===== config.mk =====
export PLATFORM = sky130hd
export DESIGN_NAME = axi_flash_cache_flat
export DESIGN_NICKNAME = d
export VERILOG_FILES = /design/src/rtl/common_types_pkg.sv /design/src/rtl/axi_bus_if.sv /design/src/rtl/flash_cache_array.sv /design/src/rtl/axi_flash_cache.sv /design/src/flat_wrapper.sv
export SDC_FILE = /design/constraint.sdc
export NUM_CORES = 1
export LEC_CHECK = 0
export CAP_MARGIN = 20
export CORE_MARGIN = 4
export CORE_UTILIZATION = 65
export CTS_BUF_LIST = sky130_fd_sc_hd__clkbuf_4 sky130_fd_sc_hd__clkbuf_8
export DETAILED_ROUTE_END_ITERATION = 7
export PLACE_DENSITY_LB_ADDON = 0.05
export SLEW_MARGIN = 25
export SYNTH_ARGS = -nofsm -noshare
export SYNTH_HDL_FRONTEND = slang
export SYNTH_SLANG_ARGS = --single-unit

===== constraint.sdc =====
create_clock -name clk -period 21.8 [get_ports clk]
set_clock_uncertainty 0.15 [all_clocks]
set_input_delay 4.36 -clock clk [delete_from_list [all_inputs] [get_ports clk]]
set_output_delay 4.36 -clock clk [all_outputs]
set_load 0.01 [all_outputs]

===== src/rtl/common_types_pkg.sv =====
// Shared types for the flash read path: word type, AXI ID width and the flash cache FSM encoding.
// The PF_* states are only present when FLASH_CACHE_PREFETCH_EN is defined.
package common_types_pkg;

   typedef logic [31:0] word_t;

   localparam int AXI_ID_W                  = 4;
   localparam int FLASH_CACHE_DEFAULT_LINES = 16;

   typedef enum logic [2:0] {
      IDLE    = 3'd0,
      LOOKUP  = 3'd1,
      MISS_AR = 3'd2,
      MISS_R  = 3'd3,
      RESP    = 3'd4
`ifdef FLASH_CACHE_PREFETCH_EN
      ,
      PF_AR   = 3'd5,
      PF_R    = 3'd6
`endif
   } flash_cache_state_t;

   function automatic word_t sat_inc(input word_t v);
      return (v == 32'hFFFF_FFFF) ? v : v + 32'd1;
   endfunction

endpackage


===== src/rtl/axi_bus_if.sv =====
// Reduced AXI bus used between the CPU-side mux, the flash cache and the flash controller.
// Only the read channels and the write-channel responses the cache ties off are carried.
interface axi_bus_if #(parameter int ID_W = common_types_pkg::AXI_ID_W);

   logic                       arvalid;
   logic                       arready;
   common_types_pkg::word_t    araddr;
   logic [ID_W-1:0]            arid;

   logic                       rvalid;
   logic                       rready;
   common_types_pkg::word_t    rdata;
   logic [1:0]                 rresp;
   logic [ID_W-1:0]            rid;
   logic                       rlast;

   logic                       awready;
   logic                       wready;
   logic                       bvalid;
   logic [ID_W-1:0]            bid;
   logic [1:0]                 bresp;

   modport satellite_to_mux (
      input  arvalid, araddr, arid, rready,
      output arready, rvalid, rdata, rresp, rid, rlast,
      output awready, wready, bvalid, bid, bresp
   );

   modport controller_to_mux (
      output arvalid, araddr, arid, rready,
      input  arready, rvalid, rdata, rresp
   );

endinterface


===== src/rtl/flash_cache_array.sv =====
// Direct-mapped line storage for the flash cache: valid/tag/data per line in flops,
// combinational read, one write port, flush clears every valid bit and overrides a write.
module flash_cache_array
   import common_types_pkg::*;
#(
   parameter int LINES = FLASH_CACHE_DEFAULT_LINES,
   parameter int TAG_W = 26
)
(
   input  logic                     clk,
   input  logic                     rst,
   input  logic                     flush,
   input  logic [$clog2(LINES)-1:0] rd_index,
   output logic                     rd_valid,
   output logic [TAG_W-1:0]         rd_tag,
   output word_t                    rd_data,
   input  logic                     we,
   input  logic [$clog2(LINES)-1:0] wr_index,
   input  logic [TAG_W-1:0]         wr_tag,
   input  word_t                    wr_data
);

   logic [LINES-1:0] valid;
   logic [TAG_W-1:0] tags [LINES];
   word_t            data [LINES];

   always_ff @(posedge clk or posedge rst) begin
      if (rst) begin
         valid <= '0;
      end else if (flush) begin
         valid <= '0;
      end else if (we) begin
         valid[wr_index] <= 1'b1;
      end
   end

   // Tag/data need no reset; a line is only ever consulted through its valid bit.
   always_ff @(posedge clk) begin
      if (we) begin
         tags[wr_index] <= wr_tag;
         data[wr_index] <= wr_data;
      end
   end

   assign rd_valid = valid[rd_index];
   assign rd_tag   = tags[rd_index];
   assign rd_data  = data[rd_index];

endmodule


===== src/rtl/axi_flash_cache.sv =====
// Read-only direct-mapped one-word-per-line cache in front of the flash read controller.
// Define FLASH_CACHE_PREFETCH_EN to add a sequential next-word prefetch after each good miss.
module axi_flash_cache
   import common_types_pkg::*;
#(
   parameter int LINES = FLASH_CACHE_DEFAULT_LINES
)
(
   input  logic                        clk,
   input  logic                        rst,
   axi_bus_if.satellite_to_mux         abif_s,
   axi_bus_if.controller_to_mux        abif_m,
   input  logic                        flush,
   output logic [31:0]                 hit_count,
   output logic [31:0]                 miss_count
);

   localparam int IDX   = $clog2(LINES);
   localparam int TAG_W = 30 - IDX;

   flash_cache_state_t  state;
   logic [29:0]         word_addr;
   logic [AXI_ID_W-1:0] id_q;
   word_t               rdata_q;
   logic [1:0]          rresp_q;
   logic                rvalid_q;

   logic [IDX-1:0]      index;
   logic [TAG_W-1:0]    tag;
   logic                line_valid;
   logic [TAG_W-1:0]    line_tag;
   word_t               line_data;
   logic                hit;
   logic                fill;

`ifdef FLASH_CACHE_PREFETCH_EN
   logic                pf_pending;
`endif

   // word_addr always holds the address being worked on; during prefetch it is already address+4.
   assign index = word_addr[IDX-1:0];
   assign tag   = word_addr[29:IDX];
   assign hit   = line_valid && (line_tag == tag);

`ifdef FLASH_CACHE_PREFETCH_EN
   assign fill = ((state == MISS_R) || (state == PF_R)) && abif_m.rvalid && (abif_m.rresp == 2'b00);
`else
   assign fill = (state == MISS_R) && abif_m.rvalid && (abif_m.rresp == 2'b00);
`endif

   flash_cache_array #(
      .LINES (LINES),
      .TAG_W (TAG_W)
   ) u_array (
      .clk      (clk),
      .rst      (rst),
      .flush    (flush),
      .rd_index (index),
      .rd_valid (line_valid),
      .rd_tag   (line_tag),
      .rd_data  (line_data),
      .we       (fill),
      .wr_index (index),
      .wr_tag   (tag),
      .wr_data  (abif_m.rdata)
   );

   always_ff @(posedge clk or posedge rst) begin
      if (rst) begin
         state      <= IDLE;
         word_addr  <= '0;
         id_q       <= '0;
         rdata_q    <= '0;
         rresp_q    <= 2'b00;
         rvalid_q   <= 1'b0;
         hit_count  <= '0;
         miss_count <= '0;
`ifdef FLASH_CACHE_PREFETCH_EN
         pf_pending <= 1'b0;
`endif
      end else begin
         case (state)
            IDLE: begin
               if (abif_s.arvalid) begin
                  word_addr <= abif_s.araddr[31:2];
                  id_q      <= abif_s.arid;
                  state     <= LOOKUP;
               end
            end
            LOOKUP: begin
               if (hit) begin
                  rdata_q   <= line_data;
                  rresp_q   <= 2'b00;
                  hit_count <= sat_inc(hit_count);
                  state     <= RESP;
               end else begin
                  miss_count <= sat_inc(miss_count);
                  state      <= MISS_AR;
               end
            end
            MISS_AR: begin
               if (abif_m.arready) begin
                  state <= MISS_R;
               end
            end
            MISS_R: begin
               if (abif_m.rvalid) begin
                  rdata_q <= abif_m.rdata;
                  rresp_q <= abif_m.rresp;
                  state   <= RESP;
`ifdef FLASH_CACHE_PREFETCH_EN
                  if (abif_m.rresp == 2'b00) begin
                     word_addr  <= word_addr + 30'd1;
                     pf_pending <= 1'b1;
                  end
`endif
               end
            end
            // The upstream beat is registered: rvalid rises one edge after entering RESP.
            RESP: begin
               if (!rvalid_q) begin
                  rvalid_q <= 1'b1;
               end else if (abif_s.rready) begin
                  rvalid_q <= 1'b0;
`ifdef FLASH_CACHE_PREFETCH_EN
                  pf_pending <= 1'b0;
                  state      <= (pf_pending && !hit) ? PF_AR : IDLE;
`else
                  state      <= IDLE;
`endif
               end
            end
`ifdef FLASH_CACHE_PREFETCH_EN
            PF_AR: begin
               if (abif_m.arready) begin
                  state <= PF_R;
               end
            end
            PF_R: begin
               if (abif_m.rvalid) begin
                  state <= IDLE;
               end
            end
`endif
            default: state <= IDLE;
         endcase
      end
   end

   assign abif_s.arready = (state == IDLE);
   assign abif_s.rvalid  = rvalid_q;
   assign abif_s.rdata   = rdata_q;
   assign abif_s.rresp   = rresp_q;
   assign abif_s.rid     = id_q;
   assign abif_s.rlast   = 1'b1;
   assign abif_s.awready = 1'b0;
   assign abif_s.wready  = 1'b0;
   assign abif_s.bvalid  = 1'b0;
   assign abif_s.bid     = '0;
   assign abif_s.bresp   = 2'b00;

`ifdef FLASH_CACHE_PREFETCH_EN
   assign abif_m.arvalid = (state == MISS_AR) || (state == PF_AR);
   assign abif_m.rready  = (state == MISS_R)  || (state == PF_R);
`else
   assign abif_m.arvalid = (state == MISS_AR);
   assign abif_m.rready  = (state == MISS_R);
`endif
   assign abif_m.araddr  = {tag, index, 2'b00};
   assign abif_m.arid    = id_q;

endmodule


===== src/flat_wrapper.sv =====
// flat-port wrapper written by rule: the top's interface ports become plain ports
module axi_flash_cache_flat import common_types_pkg::*;
#(
   parameter int LINES = FLASH_CACHE_DEFAULT_LINES
)
  (clk, rst, flush, hit_count, miss_count, abif_s_arvalid, abif_s_araddr, abif_s_arid, abif_s_rready, abif_s_arready, abif_s_rvalid, abif_s_rdata, abif_s_rresp, abif_s_rid, abif_s_rlast, abif_s_awready, abif_s_wready, abif_s_bvalid, abif_s_bid, abif_s_bresp, abif_m_arvalid, abif_m_araddr, abif_m_arid, abif_m_rready, abif_m_arready, abif_m_rvalid, abif_m_rdata, abif_m_rresp);
  axi_bus_if abif_s_i ();
  axi_bus_if abif_m_i ();
  input  logic clk;
  input  logic rst;
  input  logic flush;
  output logic [31:0] hit_count;
  output logic [31:0] miss_count;
  input wire logic [$bits(abif_s_i.arvalid)-1:0] abif_s_arvalid;
  input wire logic [$bits(abif_s_i.araddr)-1:0] abif_s_araddr;
  input wire logic [$bits(abif_s_i.arid)-1:0] abif_s_arid;
  input wire logic [$bits(abif_s_i.rready)-1:0] abif_s_rready;
  output wire logic [$bits(abif_s_i.arready)-1:0] abif_s_arready;
  output wire logic [$bits(abif_s_i.rvalid)-1:0] abif_s_rvalid;
  output wire logic [$bits(abif_s_i.rdata)-1:0] abif_s_rdata;
  output wire logic [$bits(abif_s_i.rresp)-1:0] abif_s_rresp;
  output wire logic [$bits(abif_s_i.rid)-1:0] abif_s_rid;
  output wire logic [$bits(abif_s_i.rlast)-1:0] abif_s_rlast;
  output wire logic [$bits(abif_s_i.awready)-1:0] abif_s_awready;
  output wire logic [$bits(abif_s_i.wready)-1:0] abif_s_wready;
  output wire logic [$bits(abif_s_i.bvalid)-1:0] abif_s_bvalid;
  output wire logic [$bits(abif_s_i.bid)-1:0] abif_s_bid;
  output wire logic [$bits(abif_s_i.bresp)-1:0] abif_s_bresp;
  output wire logic [$bits(abif_m_i.arvalid)-1:0] abif_m_arvalid;
  output wire logic [$bits(abif_m_i.araddr)-1:0] abif_m_araddr;
  output wire logic [$bits(abif_m_i.arid)-1:0] abif_m_arid;
  output wire logic [$bits(abif_m_i.rready)-1:0] abif_m_rready;
  input wire logic [$bits(abif_m_i.arready)-1:0] abif_m_arready;
  input wire logic [$bits(abif_m_i.rvalid)-1:0] abif_m_rvalid;
  input wire logic [$bits(abif_m_i.rdata)-1:0] abif_m_rdata;
  input wire logic [$bits(abif_m_i.rresp)-1:0] abif_m_rresp;
  assign abif_s_i.arvalid = abif_s_arvalid;
  assign abif_s_i.araddr = abif_s_araddr;
  assign abif_s_i.arid = abif_s_arid;
  assign abif_s_i.rready = abif_s_rready;
  assign abif_s_arready = abif_s_i.arready;
  assign abif_s_rvalid = abif_s_i.rvalid;
  assign abif_s_rdata = abif_s_i.rdata;
  assign abif_s_rresp = abif_s_i.rresp;
  assign abif_s_rid = abif_s_i.rid;
  assign abif_s_rlast = abif_s_i.rlast;
  assign abif_s_awready = abif_s_i.awready;
  assign abif_s_wready = abif_s_i.wready;
  assign abif_s_bvalid = abif_s_i.bvalid;
  assign abif_s_bid = abif_s_i.bid;
  assign abif_s_bresp = abif_s_i.bresp;
  assign abif_m_arvalid = abif_m_i.arvalid;
  assign abif_m_araddr = abif_m_i.araddr;
  assign abif_m_arid = abif_m_i.arid;
  assign abif_m_rready = abif_m_i.rready;
  assign abif_m_i.arready = abif_m_arready;
  assign abif_m_i.rvalid = abif_m_rvalid;
  assign abif_m_i.rdata = abif_m_rdata;
  assign abif_m_i.rresp = abif_m_rresp;
  axi_flash_cache #(.LINES(LINES)) u_core (.clk(clk), .rst(rst), .abif_s(abif_s_i), .abif_m(abif_m_i), .flush(flush), .hit_count(hit_count), .miss_count(miss_count));
endmodule

# == Yosys cells after proc, flatten, opt, wreduce, memory -nomap -nowiden ==
# Memory sizes are Yosys's and may differ from the RTL's.
# Index checks and enable logic that the tools add are counted.
# word_totals
memories,2
mem_bits_rw,928
output_inout_bits,152
reg_bits,152
# mem_list
memory,depth,word_bits,read_ports,rd_ports_with_merged_regs,wr,line_no,text
u_core.u_array.data,16,32,1,0,1,flash_cache_array.sv:25,word_t data [LINES];
u_core.u_array.tags,16,26,1,0,1,flash_cache_array.sv:24,logic [TAG_W-1:0] tags [LINES];
# classes
n_reduce_logical,13
mux,23
eq_ne,13
bitwise_logic,4
addsub,2
n_lt_le_gt_ge,2
# ops
cell,count
"adder 32 x 1 -> 32 bit, second input constant",2
"== test 32 bit, second input constant",2
2-to-1 mux 32 bit,2
one-hot mux 32 bit (2 select lines),1
2-to-1 mux 16 bit,2
== test 26 bit,1
2-to-1 mux 3 bit,6
OR 16 bit,1
one-hot mux 3 bit (5 select lines),1
AND reduction 3 bit,3
"!= test 2 x 1 -> 1 bit, second input constant",4
"== test 3 x 2 -> 1 bit, second input constant",2
2-to-1 mux 1 bit,6
"less-than comparator 4 x 5 -> 1 bit, second input constant",1
AND reduction 5 bit,1
binary-select mux 1 bit (select 4 bit),1
demux 1 bit (select 4 bit),1
">= comparator 4 x 1 -> 1 bit, second input constant",1
logical AND 1 bit,4
2-to-1 mux 2 bit,2
"!= test 2 bit, second input constant",2
one-hot mux 2 bit (2 select lines),1
nonzero test 2 bit,2
"== test 3 x 1 -> 1 bit, second input constant",1
other kinds (5),7

# == Logic depth before layout (Yosys ltp) ==
# logic_depth
ltp_word,7
ltp_mapped,16
depth_no_buf,10

# == Hierarchy ==
# A second synthesis with hierarchy kept.
# hier_totals
hier_cells,2160
hier_area_um2,42241.8
# modules_own_cells
mod,area_each_um2,n_inst,cells_per_inst
flash_cache_array,35407.7,1,1507
axi_flash_cache,6834.1,1,653

# == Worst setup path after synthesis ==
# No wires, ideal clock.
# synth_path
path_kind,input-to-reg
startpoint,input port abif_m_rvalid
endpoint,"memory u_core.u_array.data[3][0] (netlist bit), enable pin"
cell_stages,5
setup_time_ns,0.547
t_arrival_ns,9.247
setup_slack_ns,11.856
cell_sequence,and3_1 > clkbuf_1 > nor3b_1 > nand3_1 > nor3_1
# synth_via
elab_chain_len,4
# synth_lines
element,line_no,text
start: declaration,flat_wrapper.sv:34,input wire logic [$bits(abif_m_i.rvalid)-1:0] abif_m_rvalid;
logical AND 1 bit (2 in a row),axi_flash_cache.sv:48,assign fill = (state == MISS_R) && abif_m.rvalid && (abif_m.rresp == 2'b00);
2-to-1 mux 1 bit,flash_cache_array.sv:39,if (we) begin
2-to-1 mux 1 bit (implied by the code),flash_cache_array.sv:41,data[wr_index] <= wr_data;
end: declaration,flash_cache_array.sv:25,
# No other way between the ends.

# == Worst setup path in the final report ==
# layout_path
startpoint,input port abif_m_rvalid
endpoint,"memory u_core.u_array.tags[12][0], enable pin"
# layout_via
elab_chain_len,4
# layout_lines
element,line_no,text
logical AND 1 bit (2 in a row),axi_flash_cache.sv:48,
2-to-1 mux 1 bit,flash_cache_array.sv:39,
2-to-1 mux 1 bit (implied by the code),flash_cache_array.sv:40,tags[wr_index] <= wr_tag;
end: declaration,flash_cache_array.sv:24,
# No other way between the ends.

==> implementation parameters <==
Parameter                              Value

Status
  Outcome    complete, no violations

Die
  I/O pin total    229
  Core area    64900 sq um
  Initial core utilization    66.1%
  Die boundary height    265 um
  Die Outline Area    70200 sq um
  Number of rows in the core area    93
  Die span in x    265 um

Global routing
  Number of antenna violations at the first check in global routing    1
  Maximum number of pins on one net before global-route repair    ~120
  Via count of the first global-routing pass    23210
  GRT Resource Usage Total    27.7%
  GRT Residual Overflow    0
  First-pass GRT wire length    145000 um

Worst setup path
  CP Launch Type    input pin
  Number of cells on the worst reg-to-reg path    12
  Critical setup path kind    input pin to flip-flop
  Kind of end point of the critical path    flip-flop
  Crit-path max FO    37
  Required time reported for the critical path endpoint    22060 ps
  Reg-to-reg critical path startpoint    u_core.word_addr[0]
  Setup slack on the worst flop-to-flop path    15840 ps
  RR Endpoint    u_core.abif_s.rdata[28]
  Arrival @ worst endpoint    8100 ps

Logic synthesis
  Dominant register cell in the synthesized netlist    edfxtp_1
  Seq/Total Area, Yosys    73.8%
  Synthesis warning total    0
  Post-synthesis async set-or-reset flop share    between 10% and 20%
  Largest cells by area after synthesis    edfxtp_1 65%, mux4_2 13%, dfrtp_1 8.9%
  Cells after Synth    2189
  Leading area contributor after synthesis    edfxtp_1
  Synth Cell Area    approximately 43000 sq um
  Number of enable flip-flop cells after synthesis    928
  Synthesized area divided by synthesized cell count    19.6 sq um
  Area share of the largest cell type after synthesis    65.0%
  Synthesis-stage register bit count    1080
  Count of distinct cell types in the synthesized netlist    63

Power and ir drop
  Sw Ratio    between 30% and 40%
  P_leak    17.1 nW
  Net switching power figure    0.00182 W
  Portion of total power attributed to the clock network    between 20% and 30%
  Combinational group share of total power    28.2%
  Internal power    0.00420 W
  Sequential Power Share    roughly 44%
  Ratio of total power to cell area    122 nW/um^2
  Largest voltage drop on the vdd net    around 0.00014 V

Timing
  Final period utilization    36.0%
  Setup Total Neg Slack    0 ps
  Final count of negative-setup-slack endpoints    0
  WHS    338 ps
  Time the final worst path needs with I/O delays and setup    7840 ps
  Headroom to the max-slew limit    approximately a third
  Final number of max-transition violations    0
  Unrepaired setup endpoints after global routing    no
  F_max    128 MHz
  Count of endpoints failing hold in the final timing report    0
  Worst Max-Slew Pin Slew    just over 1000 ps

Drt
  Routed WL per cell    27.3 um
  Detailed-route via count    22256
  Mean number of vias per cell    6.34
  Detailed-route wire length    95900 um
  Residual antenna-violating net count after detailed routing    0
  Number of iterations in the first detailed-routing pass    7
  Detailed-route DRC error count    0
  DRT iter0 DRCs    between 2000 and 2500

Clocking
  CTS tree    done
  Resized cells post-CTS    0
  Clock transition at path regs    60 ps
  Clock insertion delay at the later pin of the skew report    ~800 ps
  Level count of the clock H-tree    4
  Count of buffers added by post-CTS timing repair for setup    0
  Post-CTS Hold Fix Bufs    0
  Longest Clk Path Bufs    3
  Root buffer cell    clkbuf_8
  Clk sinks    between 1000 and 1500
  Number of clock buffers inserted by TritonCTS    167

Min path
  Worst hold endpoint    u_core.abif_s.rdata[16]
  Startpoint of the worst hold path    u_core.abif_s.rdata[16]
  Worst hold path depth    1
  HP Class    flip-flop to flip-flop

Run
  Max-cap check violation count    0

Placement
  Number of port buffers    214
  HPWL reported at the end of detailed placement    roughly 53000 um
  Instance area after placement    46000 sq um
  Weighted congestion at the end of routability-driven global placement    0.866

Cells and area
  Final-stage net count    2591
  Layout overhead on the synthesized area    15.4%
  Share of cells above drive strength 1    24.9%
  Cell area after layout    between 40000 and 50000 sq um
## power by group through the flow
stage / Combinational, W / Sequential (W) / Clock, W
after floorplan: 0.00118 / 0.00263 / 0
after global placement: 0.00168 / 0.00268 / 0
after detailed placement: 0.00171 / 0.00270 / 0
after CTS: 0.00171 / 0.00266 / 0.00169
after global routing: 0.00182 / 0.00268 / 0.00179
final: 0.00170 / 0.00266 / 0.00166
## how the worst max path moves through the flow
stage                   from                    endpoint  slack [ps]  depth (start not counted)
2_1_floorplan  abif_m_rvalid   u_core.u_array.data[3][0]       11860                          5
3_3_place_gp   abif_m_rvalid   u_core.u_array.tags[7][7]       13110                          6
3_5_place_dp   abif_m_rvalid   u_core.u_array.tags[7][7]       12980                          6
4_1_cts        abif_m_rvalid   u_core.u_array.tags[7][3]       13840                          6
5_1_grt        abif_m_rvalid  u_core.u_array.tags[11][5]       13860                          6
6_report       abif_m_rvalid  u_core.u_array.tags[12][0]       13960                          6
## cells in the final DEF, fill, tap and decap left out, types with 33 or more instances in the layout
cell type	count
nand2_1	154
clkdlybuf4s50_1	214
dfrtp_1	148
nand3_1	37
nor2_1	47
clkbuf_4	65
xnor2_1	33
mux2_2	34
xor2_1	65
buf_4	46
clkbuf_8	179
nor3_1	37
mux4_2	250
mux2i_1	70
edfxtp_1	928
## cell families after synthesis
family / share of synthesized area [%]
other: 0.0175
xor gates and xnor gates: 2.00
buffers and inverters: 1.68
adders and majority gates: 0.0583
DFF: 73.8
AOI/OAI and AO/OA: 1.51
and+or+nand+nor: 4.50
muxes: 16.4
## synthesized netlist by cell type (3+ instances only)
library cell,number
mux2_2,34
o22ai_1,4
xor2_1,65
nor4_1,11
buf_2,27
nand3b_1,5
a21oi_1,11
a22o_1,5
nor4_2,9
buf_6,10
edfxtp_1,928
nor3b_1,3
o21ba_2,4
mux2_1,29
nand4_1,12
xnor2_1,33
mux4_2,250
inv_1,17
or3_1,3
buf_1,13
dfrtp_1,152
or2_2,5
o21ai_0,22
nor2_1,59
buf_4,24
a21o_1,3
o2111ai_1,4
and3_1,23
and2_1,5
nor2b_1,6
and4_1,4
nand3_1,37
mux2i_1,70
clkbuf_1,48
a22oi_1,17
nand2_1,154
nand2b_1,11
nor3_1,41
## routing by layer
metal	GRT usage (%)	part of all wire, %	wire [um]	vias up
met5	0	0	0	-
met4	7.42	1.7	1610	0
met3	4.56	7.3	7040	143
met2	45.0	51	48400	981
met1	40.6	40	38800	11707
li1	-	-	-	9425
## area by class of cell
class	count	area, sq um
clock buffer	244	2950
fill	3583	15400
clock inverter	67	405
tap	855	1070
antenna	1	2.50
timing repair buffer	266	2640
multi-input combinational	980	10700
sequential	1080	31700
inverter	17	68.8
## stage by stage
stage | cells | total power (W) | setup slack (ps) | util (%)
after global placement | 3194 | 0.00436 | 13110 | 70.9
after global routing | 3510 | 0.00629 | 13860 | 76.2
after detailed placement | 3194 | 0.00441 | 12980 | 70.9
after floorplan | 2199 | 0.00382 | 11860 | -
final | 3510 | 0.00602 | 13960 | 76.2
after CTS | 3505 | 0.00606 | 13840 | 76.1
## worst max-delay path: stages
cell and delay [ps]:
clkdlybuf4s50_1 500, and3_1 330, nor3b_1 820, nand2_1 430, nor2_4 860, buf_4 720
## state kept, by name (all words and copies together), names as in the netlist
signal	count
u_core.state	3
u_core.miss_count	32
u_core.abif_s.rresp	2
u_core.word_addr	30
u_core.hit_count	32
u_core.abif_s.rdata	32
u_core.u_array.data	512
u_core.u_array.valid	16
u_core.abif_m.arid	4
u_core.abif_s.rvalid	1
u_core.u_array.tags	416
Power figures use the tool's default switching activity.
==> edit 1, RTL diff (config.mk and constraints unchanged) <==
Add a define of `FLASH_CACHE_PREFETCH_EN`.
--- a/src/rtl/common_types_pkg.sv
+++ b/src/rtl/common_types_pkg.sv
@@ -2,2 +2,4 @@
 // The PF_* states are only present when FLASH_CACHE_PREFETCH_EN is defined.
+`define FLASH_CACHE_PREFETCH_EN
+
 package common_types_pkg;
Function: no difference found for any inputs over 4 cycles, from zero or initial values and one cycle with rst high; that may be too few to reach the edited logic, so the function may still have changed.
==> edit 1 against the original RTL <==
Wire length is 4.9% higher; register-to-register slack got worse by 190 ps; synthesized area is 1.5% higher; setup slack gained 420 ps; power increased by 0.21%; sequential power shrank 3%; final area grew 1.3%; synthesized cell count increased by 5.6%; sequential cell count rose by 1; largest cell class unchanged.
==> edit 1: results (changes against the original RTL) <==
** Setup path
- The maximum fanout count along the critical path was 33 (was 37).
- Critical Path AT :: 7700 ps (was 8100 ps)
- Max stage delay cell, worst path :: sky130_fd_sc_hd__buf_4 (was sky130_fd_sc_hd__nor2_4)
- Worst reg2reg startpoint :: u_core.word_addr[3] (was u_core.word_addr[0])
- Register-to-Register Setup Slack :: 15,650 ps (was 15,840 ps)
- Slowest Stage Delay on Critical Path :: 660 ps (was 860 ps)
- The capture instance of the worst register-to-register path is u_core.abif_s.rdata[13] (was u_core.abif_s.rdata[28]).

** Route
- Vias per cell :: 6.49 (was 6.34)
- Via count :: 23,500 (was 22,300)
- Sum of routed wire length over all layers :: 101,000 um (was 95,900 um)
- Number of detailed-route iterations in the first pass :: 6 (was 7)
- The violation count after the first detailed-routing iteration was 2,780 (was 2,386).

** Yosys
- The arithmetic-cell share of the synthesized area counting full adders, half adders and majority gates was 0.172% (was 0.0583%).
- The complex-gate fraction of the synthesized area was 2.86% (was 1.51%).
- Asr flop ratio synth :: 14.2% (was 14.1%)
- Sequential cell area fraction in the yosys report :: 72.8% (was 73.8%)
- Fraction of synthesized cell area in xor and xnor cells :: 1.81% (was 2.00%)
- The number of distinct library cells after synthesis was 69 (was 63).
- Multiplexer share of the synthesized area :: 16.2% (was 16.4%)
- Leading cell types by total area after synthesis :: sky130_fd_sc_hd__edfxtp_1, sky130_fd_sc_hd__mux4_2, sky130_fd_sc_hd__dfrtp_1 (unchanged)
- Most used standard cells in the synthesized netlist: sky130_fd_sc_hd__edfxtp_1, sky130_fd_sc_hd__mux4_2, sky130_fd_sc_hd__dfrtp_1 (was sky130_fd_sc_hd__edfxtp_1, sky130_fd_sc_hd__mux4_2, sky130_fd_sc_hd__nand2_1).

** Layout
- Final-layout fill cell count :: 3,666 (was 3,583)
- The share of cells above drive strength 1 was 23.8% (was 24.9%).
- Fin nets :: 2,708 (was 2,591)
- The total non-filler cell area in the finished layout is 50,100 um2 (was 49,500 um2).

** Global routing
- The largest net degree at the start of global routing is 119 (was 117).
- The first-pass GRT wire length is 151,000 um (was 145,000 um).
- The initial antenna violation count was 2 (was 1).
- GRT Total Usage :: 28.8% (was 27.7%)

** Run status
- Status: complete, no violations (unchanged).

** Power
- The maximum vdd drop is 0.0844 mV (was 0.139 mV).
- Switching Share :: 31.0% (was 30.3%)
- Leakage power :: 17.1 nW (about the same)

** Placed design
- The estimated wirelength of the detail-placed design is 54,700 um (was 53,400 um).
- Global placer's final weighted congestion :: 0.867 (was 0.866)
- Cell Count Post-Placement :: 3,315 (was 3,194)

** Min path
- The endpoint with the worst hold slack is u_core.miss_count[14] (was u_core.abif_s.rdata[16]).
- The start point of the worst hold path is u_core.miss_count[14] (was u_core.abif_s.rdata[16]).

** STA
- The measured slew at the worst slew-check pin is 1000 ps (was 1010 ps).
- The worst hold slack came to 328 ps (was 338 ps).
edit 1: how the worst max path moves through the flow:
stage / from / cells past startpoint / end / slack (ps)
finish: abif_m_rvalid / 7 / u_core.u_array.data[0][6] / 14370
global route: u_core.state[1] / 4 / abif_m_arvalid / 14240
CTS: u_core.state[1] / 4 / abif_m_arvalid / 14320
detailed placement: abif_m_rvalid / 7 / u_core.u_array.data[0][30] / 13540
global placement: abif_m_rvalid / 6 / u_core.u_array.tags[9][6] / 13480
floorplan: abif_m_rresp[0] / 4 / u_core.u_array.data[0][0] / 11950
edit 1: worst max-delay path, delay by kind of cell:
kind | cells | cell delay (ps)
AND/OR/NAND/NOR | 4 | 1490
buffers and inverters | 3 | 1800
edit 1: power groups by stage:
stage | clock network [mW] | registers (mW) | logic, mW
3_3_place_gp | 0 | 2.62 | 1.74
2_1_floorplan | 0 | 2.63 | 1.15
4_1_cts | 1.69 | 2.59 | 1.78
5_1_grt | 1.80 | 2.60 | 1.90
3_5_place_dp | 0 | 2.63 | 1.77
6_report | 1.66 | 2.59 | 1.78
edit 1: area by class of cell:
type,instances,share of cell area [%]
antenna,1,0.00499
clock buffer,229,5.61
clock inverter,74,0.996
inverter,20,0.162
multi-input combinational,1075,22.3
sequential,1081,63.2
tap,864,2.16
timing repair buffer,280,5.53
edit 1: routing by layer:
layer	vias up	GRT usage, %	share of wire (%)
met5	-	0	0.013
met4	2	9.64	2.6
met3	193	5.56	7.9
met2	1125	46.0	49
met1	12300	41.2	40
li1	9927	-	-
edit 1: per-stage QoR:
stage / worst slack [ps] / total power [mW]
final: 14370 / 6.03
after global routing: 14240 / 6.30
after CTS: 14320 / 6.06
after detailed placement: 13540 / 4.40
after global placement: 13480 / 4.36
after floorplan: 11950 / 3.78
==> edit 2, RTL diff (same settings) <==
Without the edit above. Re-encode `flash_cache_state_t` (5 states) as Gray code, 3 bits wide.
--- a/src/rtl/common_types_pkg.sv
+++ b/src/rtl/common_types_pkg.sv
@@ -10,7 +10,7 @@
    typedef enum logic [2:0] {
-      IDLE    = 3'd0,
-      LOOKUP  = 3'd1,
-      MISS_AR = 3'd2,
-      MISS_R  = 3'd3,
-      RESP    = 3'd4
+      IDLE    = 3'b000,
+      LOOKUP  = 3'b001,
+      MISS_AR = 3'b011,
+      MISS_R  = 3'b010,
+      RESP    = 3'b110
 `ifdef FLASH_CACHE_PREFETCH_EN
Formal check against the unedited RTL: same outputs for any inputs over 4 cycles, from zero or initial values and one cycle with rst high; so few cycles prove little.
==> edit 2 against the original RTL <==
Sequential cell count stayed put; core utilization fell by 0.33 points; sequential share of layout area rose by 0.74 points; non-clock buffer count fell by 10; setup slack improved by 490 ps; synthesized area down 1.2%; wire length decreased by 2.2%; power fell by 0.84%; maximum frequency is 6.7% higher; critical path depth unchanged; final area shrank 1.1%.
==> edit 2: results (changes against the original RTL) <==
** Run status
- Status: complete, no violations (unchanged).

** Clock tree
- The number of buffers created by CTS was 168 (was 167).

** Yosys
- Leading cell types by total area after synthesis: sky130_fd_sc_hd__edfxtp_1, sky130_fd_sc_hd__mux4_2, sky130_fd_sc_hd__dfrtp_1 (unchanged).
- Synth unique cells :: 65 (was 63)
- Most used standard cells in the synthesized netlist :: sky130_fd_sc_hd__edfxtp_1, sky130_fd_sc_hd__mux4_2, sky130_fd_sc_hd__dfrtp_1 (was sky130_fd_sc_hd__edfxtp_1, sky130_fd_sc_hd__mux4_2, sky130_fd_sc_hd__nand2_1)
- Sequential cell area fraction in the yosys report :: 74.7% (was 73.8%)

** Layout
- The number of fillers in the final layout was 3,641 (was 3,583).
- Proportion of layout cells with a drive suffix above 1 :: 25.3% (was 24.9%)
- Fin nets :: 2,497 (was 2,591)

** Setup path
- Worst reg2reg startpoint :: u_core.word_addr[1] (was u_core.word_addr[0])
- The data arrival time at the worst-slack endpoint is 7600 ps (was 8100 ps).
- The number of cell instances on the worst register-to-register path is 13 (was 12).
- CP max FO :: 36 (was 37)
- The capture instance of the worst register-to-register path is u_core.hit_count[18] (was u_core.abif_s.rdata[28]).
- Slowest Stage Delay on Critical Path :: 840 ps (was 860 ps)
- Register-to-Register Setup Slack :: 15,870 ps (was 15,840 ps)

** Placed design
- The estimated wirelength of the detail-placed design was 49,900 um (was 53,400 um).
- The final estimated routing congestion in global placement was 0.792 (was 0.866).

** Route
- The total iterations of the first detailed-routing run was 5 (was 7).
- Wire length per cell :: 27.5 um (was 27.3 um)
- Via count :: 21,700 (was 22,300)
- The violation count after the first detailed-routing iteration is 2,391 (was 2,386).

** Power
- The internal power is 4.20 mW (about the same).
- Leakage power :: 16.6 nW (was 17.1 nW)

** Global routing
- Wire length of the first global-routing pass :: 142,000 um (was 145,000 um)
- The number of global-route vias before repair was 22,800 (was 23,200).
- The global-route total usage across every layer is 27.6% (was 27.7%).

** Min path
- The endpoint with the worst hold slack is u_core.abif_s.rdata[30] (was u_core.abif_s.rdata[16]).
[edit 2: layout make-up]
cell class	instances	area, um2	area share [%]
well taps	855	1070	2.19
inverters	19	77.6	0.159
repair buffers	256	2500	5.12
diodes	4	10.0	0.0205
multi-input cells	893	10200	20.8
flip-flops and latches	1080	31700	64.8
clock buffers	261	3110	6.36
clock inverters	45	273	0.558
[edit 2: power groups by stage]
stage	clock, mW	sequential (mW)	combinational [mW]
6_report	1.68	2.70	1.59
5_1_grt	1.81	2.72	1.71
4_1_cts	1.71	2.70	1.61
3_5_place_dp	0	2.74	1.60
3_3_place_gp	0	2.72	1.57
2_1_floorplan	0	2.64	1.14
[edit 2: per-layer routing]
layer  global-route usage [%]  vias to the layer above  wire [um]
li1                         -                     9143          -
met1                     39.7                    11400      37800
met2                     43.8                      953      46400
met3                     5.34                      166       7200
met4                     9.50                        2       2320
met5                        0                        -         10
[edit 2: logic make-up (layout without fill, tap and decap cells)]
| logic type | after synthesis | in the layout | share of synthesized area [%] |
|---|---|---|---|
| xor gates and xnor gates | 88 | 88 | 1.82 |
| adders and majority gates | 2 | 2 | 0.0590 |
| muxes | 367 | 367 | 16.4 |
| other | 2 | 16 | 0.0177 |
| DFF | 1080 | 1080 | 74.7 |
| and+or+nand+nor | 303 | 303 | 3.47 |
| buffers and inverters | 134 | 581 | 1.67 |
| AOI/OAI and AO/OA | 121 | 121 | 1.85 |
[edit 2: worst max path at each step]
stage | slack (ps) | endpoint | cells after the start
detailed placement | 13630 | u_core.u_array.data[4][22] | 6
global route | 14370 | u_core.u_array.tags[4][0] | 6
floorplan | 12190 | u_core.u_array.data[3][0] | 4
CTS | 14470 | u_core.u_array.tags[4][0] | 6
finish | 14450 | u_core.u_array.tags[5][0] | 6
global placement | 13090 | u_core.u_array.data[14][24] | 6
[edit 2: stage by stage]
| stage | instances | util, % | instance area (um2) | setup slack, ps |
|---|---|---|---|---|
| final | 3413 | 75.9 | 48900 | 14450 |
| after global routing | 3412 | 75.9 | 48900 | 14370 |
| after CTS | 3408 | 75.8 | 48900 | 14470 |
| after detailed placement | 3102 | 70.6 | 45500 | 13630 |
| after global placement | 3101 | 70.5 | 45500 | 13090 |
| after floorplan | 2107 | - | 42400 | 12190 |
[edit 2: worst min-delay path, cell delays in order, from the launching register on]
cell and delay [ps]:
sky130_fd_sc_hd__dfrtp_1 340, sky130_fd_sc_hd__nand2_1 50, sky130_fd_sc_hd__o21ai_0 60
